**src/rtl/jttrack_sndlatch.sv**
```systemverilog
// jttrack_sndlatch
// Bridge from the Track'n Field main CPU to the sound CPU. It holds the 8-bit
// sound command latch and drives the sound IRQ, which is cleared by an ack or,
// optionally, by a timeout. It also provides the free-running sound timer nibble
// and a saturating count of command overwrites. Everything runs on the 24 MHz clk.
//
// Ports
//   clk        in   system clock (24 MHz)
//   rst_n      in   asynchronous active-low reset
//   snd_cen    in   sound CPU clock enable
//   main_dout  in   [7:0] main CPU data bus
//   m2s_data   in   latch write select (level, rising edge = write)
//   m2s_irq    in   sound IRQ trigger (level, rising edge = trigger)
//   latch_rd   in   one-clk pulse, sound CPU reads the latch
//   irq_ack    in   one-clk pulse, sound CPU interrupt acknowledge
//   snd_dout   out  [7:0] latch contents
//   timer_dout out  [3:0] timer nibble
//   int_n      out  sound IRQ, active low
//   latch_full out  latch written and not yet read
//   ovr_cnt    out  [7:0] saturating count of unread-data overwrites

module jttrack_sndlatch #(
    parameter int TIMER_W  = 14,
    parameter int TIMER_SH = 10,
    parameter int IRQ_HOLD = 0
) (
    input  logic       clk,
    input  logic       rst_n,
    input  logic       snd_cen,
    input  logic [7:0] main_dout,
    input  logic       m2s_data,
    input  logic       m2s_irq,
    input  logic       latch_rd,
    input  logic       irq_ack,
    output logic [7:0] snd_dout,
    output logic [3:0] timer_dout,
    output logic       int_n,
    output logic       latch_full,
    output logic [7:0] ovr_cnt
);

    localparam logic [0:0] ST_IDLE   = 1'b0;
    localparam logic [0:0] ST_ASSERT = 1'b1;

    // The hold counter only has to reach IRQ_HOLD-1.
    localparam int HOLD_W = (IRQ_HOLD > 1) ? $clog2(IRQ_HOLD) : 1;
    localparam logic [HOLD_W-1:0] HOLD_LAST = (IRQ_HOLD > 0) ? HOLD_W'(IRQ_HOLD - 1) : '0;

    // ---------------------------------------------------------------
    // Edge detection
    // ---------------------------------------------------------------
    // The data strobe is edge-detected directly against its delayed copy, so a
    // write lands on the first clk that sees m2s_data high. The IRQ trigger goes
    // through an extra sync register first. This gives int_n two clks of latency
    // from the raw rise: sync register, then state register.
    logic r_data_q;
    logic r_irq_s;
    logic r_irq_q;
    logic w_data_ev;
    logic w_irq_ev;

    assign w_data_ev = m2s_data & ~r_data_q;
    assign w_irq_ev  = r_irq_s  & ~r_irq_q;

    always_ff @(posedge clk or negedge rst_n) begin
        if (!rst_n) begin
            r_data_q <= 1'b0;
            r_irq_s  <= 1'b0;
            r_irq_q  <= 1'b0;
        end else begin
            r_data_q <= m2s_data;
            r_irq_s  <= m2s_irq;
            r_irq_q  <= r_irq_s;
        end
    end

    // ---------------------------------------------------------------
    // Command latch
    // ---------------------------------------------------------------
    logic [7:0] r_dout;
    logic       r_full;
    logic [7:0] r_ovr;

    always_ff @(posedge clk or negedge rst_n) begin
        if (!rst_n) begin
            r_dout <= 8'h00;
            r_full <= 1'b0;
            r_ovr  <= 8'h00;
        end else if (w_data_ev) begin
            // A read in the same cycle consumes the old value. The new one is
            // then still unread, and nothing was lost.
            r_dout <= main_dout;
            r_full <= 1'b1;
            if (r_full && !latch_rd && r_ovr != 8'hFF)
                r_ovr <= r_ovr + 8'd1;
        end else if (latch_rd) begin
            r_full <= 1'b0;
        end
    end

    // ---------------------------------------------------------------
    // IRQ FSM with optional auto-clear
    // ---------------------------------------------------------------
    logic [0:0]        r_state;
    logic [HOLD_W-1:0] r_hold;
    logic              w_timeout;

    assign w_timeout = (IRQ_HOLD != 0) && snd_cen && (r_hold == HOLD_LAST);

    always_ff @(posedge clk or negedge rst_n) begin
        if (!rst_n) begin
            r_state <= ST_IDLE;
            r_hold  <= '0;
        end else begin
            case (r_state)
                ST_IDLE: begin
                    if (w_irq_ev) begin
                        r_state <= ST_ASSERT;
                        r_hold  <= '0;
                    end
                end
                default: begin
                    // A new trigger takes priority over ack and timeout. It
                    // re-arms the hold window.
                    if (w_irq_ev)
                        r_hold <= '0;
                    else if (irq_ack || w_timeout)
                        r_state <= ST_IDLE;
                    else if (snd_cen)
                        r_hold <= r_hold + 1'b1;
                end
            endcase
        end
    end

    // ---------------------------------------------------------------
    // Free-running sound timer
    // ---------------------------------------------------------------
    logic [TIMER_W-1:0] r_timer_cnt;
    logic [3:0]         r_timer_dout;

    always_ff @(posedge clk or negedge rst_n) begin
        if (!rst_n) begin
            r_timer_cnt  <= '0;
            r_timer_dout <= 4'h0;
        end else begin
            if (snd_cen)
                r_timer_cnt <= r_timer_cnt + 1'b1;
            r_timer_dout <= r_timer_cnt[TIMER_SH+3:TIMER_SH];
        end
    end

    assign snd_dout   = r_dout;
    assign latch_full = r_full;
    assign ovr_cnt    = r_ovr;
    assign int_n      = (r_state != ST_ASSERT);
    assign timer_dout = r_timer_dout;

endmodule

```
**config.mk**
```make
export PLATFORM = sky130hd
export DESIGN_NAME = jttrack_sndlatch
export DESIGN_NICKNAME = d
export VERILOG_FILES = /design/src/rtl/jttrack_sndlatch.sv
export SDC_FILE = /design/constraint.sdc
export NUM_CORES = 1
export LEC_CHECK = 0
export ABC_AREA = 1
export BUFFER_PORTS_ARGS = -buffer_cell sky130_fd_sc_hd__buf_2
export CAP_MARGIN = 20
export CORE_MARGIN = 2
export CORE_UTILIZATION = 45
export DETAILED_ROUTE_END_ITERATION = 8
export PLACE_DENSITY = 0.68
export SLEW_MARGIN = 10
export SYNTH_ARGS = -nofsm -noshare
export SYNTH_HDL_FRONTEND = slang
export SYNTH_SLANG_ARGS = --single-unit
```
**constraint.sdc**
```tcl
create_clock -name clk -period 3.3 [get_ports clk]
set_clock_uncertainty 0.2 [all_clocks]
set_input_delay 0.33 -clock clk [delete_from_list [all_inputs] [get_ports clk]]
set_output_delay 0.33 -clock clk [all_outputs]
set_load 0.01 [all_outputs]
```
Word level (Yosys, flattened, before mapping) --
Cells that the tools add are included. Widths: inputs -> output; s select.
Word-level totals: register bits 39, input bits 15, output and inout port bits 22, logic and storage cells 28
Operators by class: add/sub/neg operators 2, equality and inequality tests 1, mux-type cells 6, bitwise logic cells 5, reductions and logical operators 5
Operator list (count):
- $add 14x1->14 const B | 1
- $add 8x1->8 const B | 1
- $ne 8x8->1 const B | 1
- $mux 1 | 6
- $not 1->1 | 3
- $and 1x1->1 | 2
- $logic_and 1x1->1 | 2
- $reduce_and 2->1 | 1
- $reduce_bool 2->1 | 1
- $logic_not 1->1 | 1

Longest topological paths before layout --
depth after elaboration 4, gate-level depth with buffers 8, gate-level depth less buffers 8

Worst setup path before layout --
Ideal clock, no wire load.
path kind register -> register, start point register r_ovr[0], in the netlist ovr_cnt[0], end point register r_ovr[6], in the netlist ovr_cnt[6], arrival time 1.121 ns, data required time 2.977 ns, slack 1.856 ns, stages on the path, launching flop included 8, buffers on the path 0, cells stage by stage dfrtp_1 > ha_1 > inv_1 > nor2_1 > nand2_2 > nand2_1 > o21ai_0 > nand2_1
On the way: word-level cells in the longest chain between the ends 3, elaborated cells on any way between the ends 4
RTL lines:
- start, declared | line 82 | logic [7:0] r_ovr;
- start signal, assigned | line 95 | r_ovr <= r_ovr + 8'd1;
- parallel branches: the longest is 3 deep, another holds $add 8x1->8
Several ways; the timed one is not identified. A chain may end at the register's enable or synchronous reset.

Worst setup path after layout --
start point input port m2s_data, end point register r_ovr[0], in the netlist ovr_cnt[0]
On the way: word-level cells in the longest chain between the ends 2
RTL lines:
- start, declared | line 31 | input logic m2s_data,
- $and 1x1->1 | line 62 | assign w_data_ev = m2s_data & ~r_data_q;
- $reduce_and 2->1 (no source line)
Every way passes these cells.

==> metrics.txt <==
run status finished clean; clk_lat worst skew 0.29 ns; reg-to-reg slack, setup 1.80 ns; reg2reg path depth 7; Reg2Reg Capture Point ovr_cnt[6]; Via density 4.58; Clock Tree Root clkbuf_8; Clock transition at path regs approximately 0.07 ns; share of the yosys chip area belonging to registers 0.550; count of final hold-check violations 0; Reg-to-Reg Start ovr_cnt[0]; average size of a mapped cell 9.10 um^2; Nets around 260; wl on met1 between 1000 and 1500 um; DP Area 1990 um^2; Setup-failing EPs final 0; Cells after Synth just under 200; Hold WC Path Type in2reg; RSZ-0062 raised after global routing false; total track usage 0.164; pwr/cell area about 550 nW/um^2; uppermost layer routed met4; Worst Max-Slew Pin Slew between 0.8 and 0.9 ns; Crit Path Class in2reg; setup TNS 0 ns; design area 2120 um^2; worst hold path startpoint main_dout[3]; final period utilization 0.498; initial core utilization 0.478; core area 3720 um^2; DIE AREA around 4500 um^2; DR vias between 1,000 and 1,500; vias in the first global route 1,204; syn_nets 212; clock buffer depth 2; DR WL met2 about 1500 um; number of max-cap violations 0; IO Count 37; Chip Height ~67 um; Fmax 0.608 GHz; routed wire length 3110 um; hpwl dp 2150 um; setup bufs post-CTS 0; wire length per cell 10.8 um; Area Overhead vs Synth 19.2%; DRC errors left 0; GRT overflow 0; metal3 WL 194 um; slew margin rel. 0.438; CTS Hold Bufs 4; CTS resizes 0; total chip power 1.16 mW; initial antenna violation count 0; Pleak 1.12 nW; Cell Area, Synth around 1800 um^2; Cell variety after synth 21; Ys Warns 0; Worst EP arrival 1.68 ns; Synth Register Bits 39; Required @ worst endpoint 3.33 ns; Placer Congestion between 0.8 and 0.9; post-route ant nets 0; Die W 66.8 um; First DRT Iteration DRCs 87; layout cells sized above 1 0.246; worst hold stages 3; Setup crit end kind flip-flop; CTS sink count 39; # rows 22; router iterations before antenna repair 4; first-pass GRT wire length 5320 um; VDD IR max ~350 uV; Antenna Diode Count 0; CTS tree done; minimum clock period 1.64 ns; CP max FO 11; CTS Buf Count 5; IO buf count 36; H-tree levels 2; Worst Hold End snd_dout[3]; largest net degree at the start of global routing 40; crit start category input port; Final Max Slew Viols 0
where the power goes:
| part | internal (mW) | switching [mW] |
|---|---|---|
| sequential | 0.550 | 0.0797 |
| combinational | 0.104 | 0.120 |
| clock | 0.144 | 0.162 |
cells by family (layout without fill, tap and decap cells):
family	count (synthesis)	in the layout	share of synthesized area
AND/OR/NAND/NOR	107	107	0.285
flip-flops	39	39	0.550
buffers and inverters	27	72	0.0634
XOR/XNOR	13	13	0.0641
AO/OA/AOI/OAI	6	6	0.0176
adder cells (fa/ha/maj)	2	2	0.0141
multiplexers	1	1	0.00634
routing by layer:
layer,track usage,vias to the layer above
met3,0.0574,5
met2,0.263,29
met5,0,-
met4,0.0689,0
met1,0.201,604
li1,-,680
cell type report:
class,instances,area (um^2)
multi-input combinational,129,687
fill,318,1600
timing repair buffer,40,220
sequential,39,976
clock inverter,3,15.0
tap,48,60.1
clock buffer,5,68.8
inverter,24,90.1
worst max-delay path, stage by stage:
cell and delay (ns):
dlygate4sd3_1 0.51, buf_2 0.13, nand2_4 0.09, inv_2 0.21, nand3_4 0.16, inv_2 0.12
nand2_1 0.05, nand2_1 0.05
state kept, by name, indices dropped and copies added, names as in the netlist:
name and count:
timer_dout 4, snd_dout 8, r_state 1, latch_full 1, ovr_cnt 8, r_irq_q 1, r_irq_s 1, r_data_q 1
r_timer_cnt 14
worst max-delay path by stage:
| stage | startpoint | to |
|---|---|---|
| CTS | m2s_data | ovr_cnt[0] |
| global route | m2s_data | ovr_cnt[0] |
| global placement | ovr_cnt[1] | ovr_cnt[5] |
| finish | m2s_data | ovr_cnt[0] |
| detailed placement | ovr_cnt[0] | ovr_cnt[6] |
| floorplan | ovr_cnt[0] | ovr_cnt[6] |
synthesized netlist by cell type:
| master | count | share of area |
|---|---|---|
| o22ai_1 | 1 | 0.0035 |
| inv_2 | 2 | 0.0042 |
| inv_1 | 22 | 0.047 |
| xnor2_1 | 7 | 0.035 |
| nand2_4 | 1 | 0.0063 |
| nand3_4 | 2 | 0.020 |
| buf_4 | 3 | 0.013 |
| mux2_2 | 1 | 0.0063 |
| nor2_2 | 2 | 0.0070 |
| xor2_1 | 6 | 0.030 |
| nand3_1 | 8 | 0.023 |
| dfrtp_1 | 39 | 0.55 |
| o21ai_0 | 3 | 0.0085 |
| nand2_1 | 73 | 0.15 |
| nor2_1 | 10 | 0.021 |
| o21ai_1 | 2 | 0.0056 |
| ha_1 | 2 | 0.014 |
| nand4_1 | 4 | 0.014 |
| nand3_2 | 3 | 0.017 |
| nor2_4 | 3 | 0.019 |
| nand2_2 | 1 | 0.0035 |
cell usage in the layout (no fill, tap or decap):
| cell type | count |
|---|---|
| clkinv_2 | 3 |
| nor2_2 | 2 |
| dlygate4sd3_1 | 4 |
| inv_1 | 22 |
| o21ai_0 | 3 |
| nor2_4 | 3 |
| inv_2 | 2 |
| nand3_2 | 3 |
| nand2_4 | 1 |
| nand2_1 | 73 |
| xor2_1 | 6 |
| xnor2_1 | 7 |
| o22ai_1 | 1 |
| clkbuf_8 | 5 |
| nand3_1 | 8 |
| buf_2 | 36 |
| nor2_1 | 10 |
| nand2_2 | 1 |
| ha_1 | 2 |
| nand4_1 | 4 |
| nand3_4 | 2 |
| o21ai_1 | 2 |
| dfrtp_1 | 39 |
| mux2_2 | 1 |
per-stage QoR:
stage          cells  setup WS, ns  utilization  hold WS (ns)
3_5_place_dp     276          1.80        0.536         0.164
3_3_place_gp     276          1.85        0.536         0.158
4_1_cts          288          1.64        0.570        0.0247
2_1_floorplan    195          1.86            -        -0.166
6_report         288          1.66        0.570        0.0274
5_1_grt          288          1.54        0.570        0.0196
No activity file was read; power rests on OpenSTA's default activity.
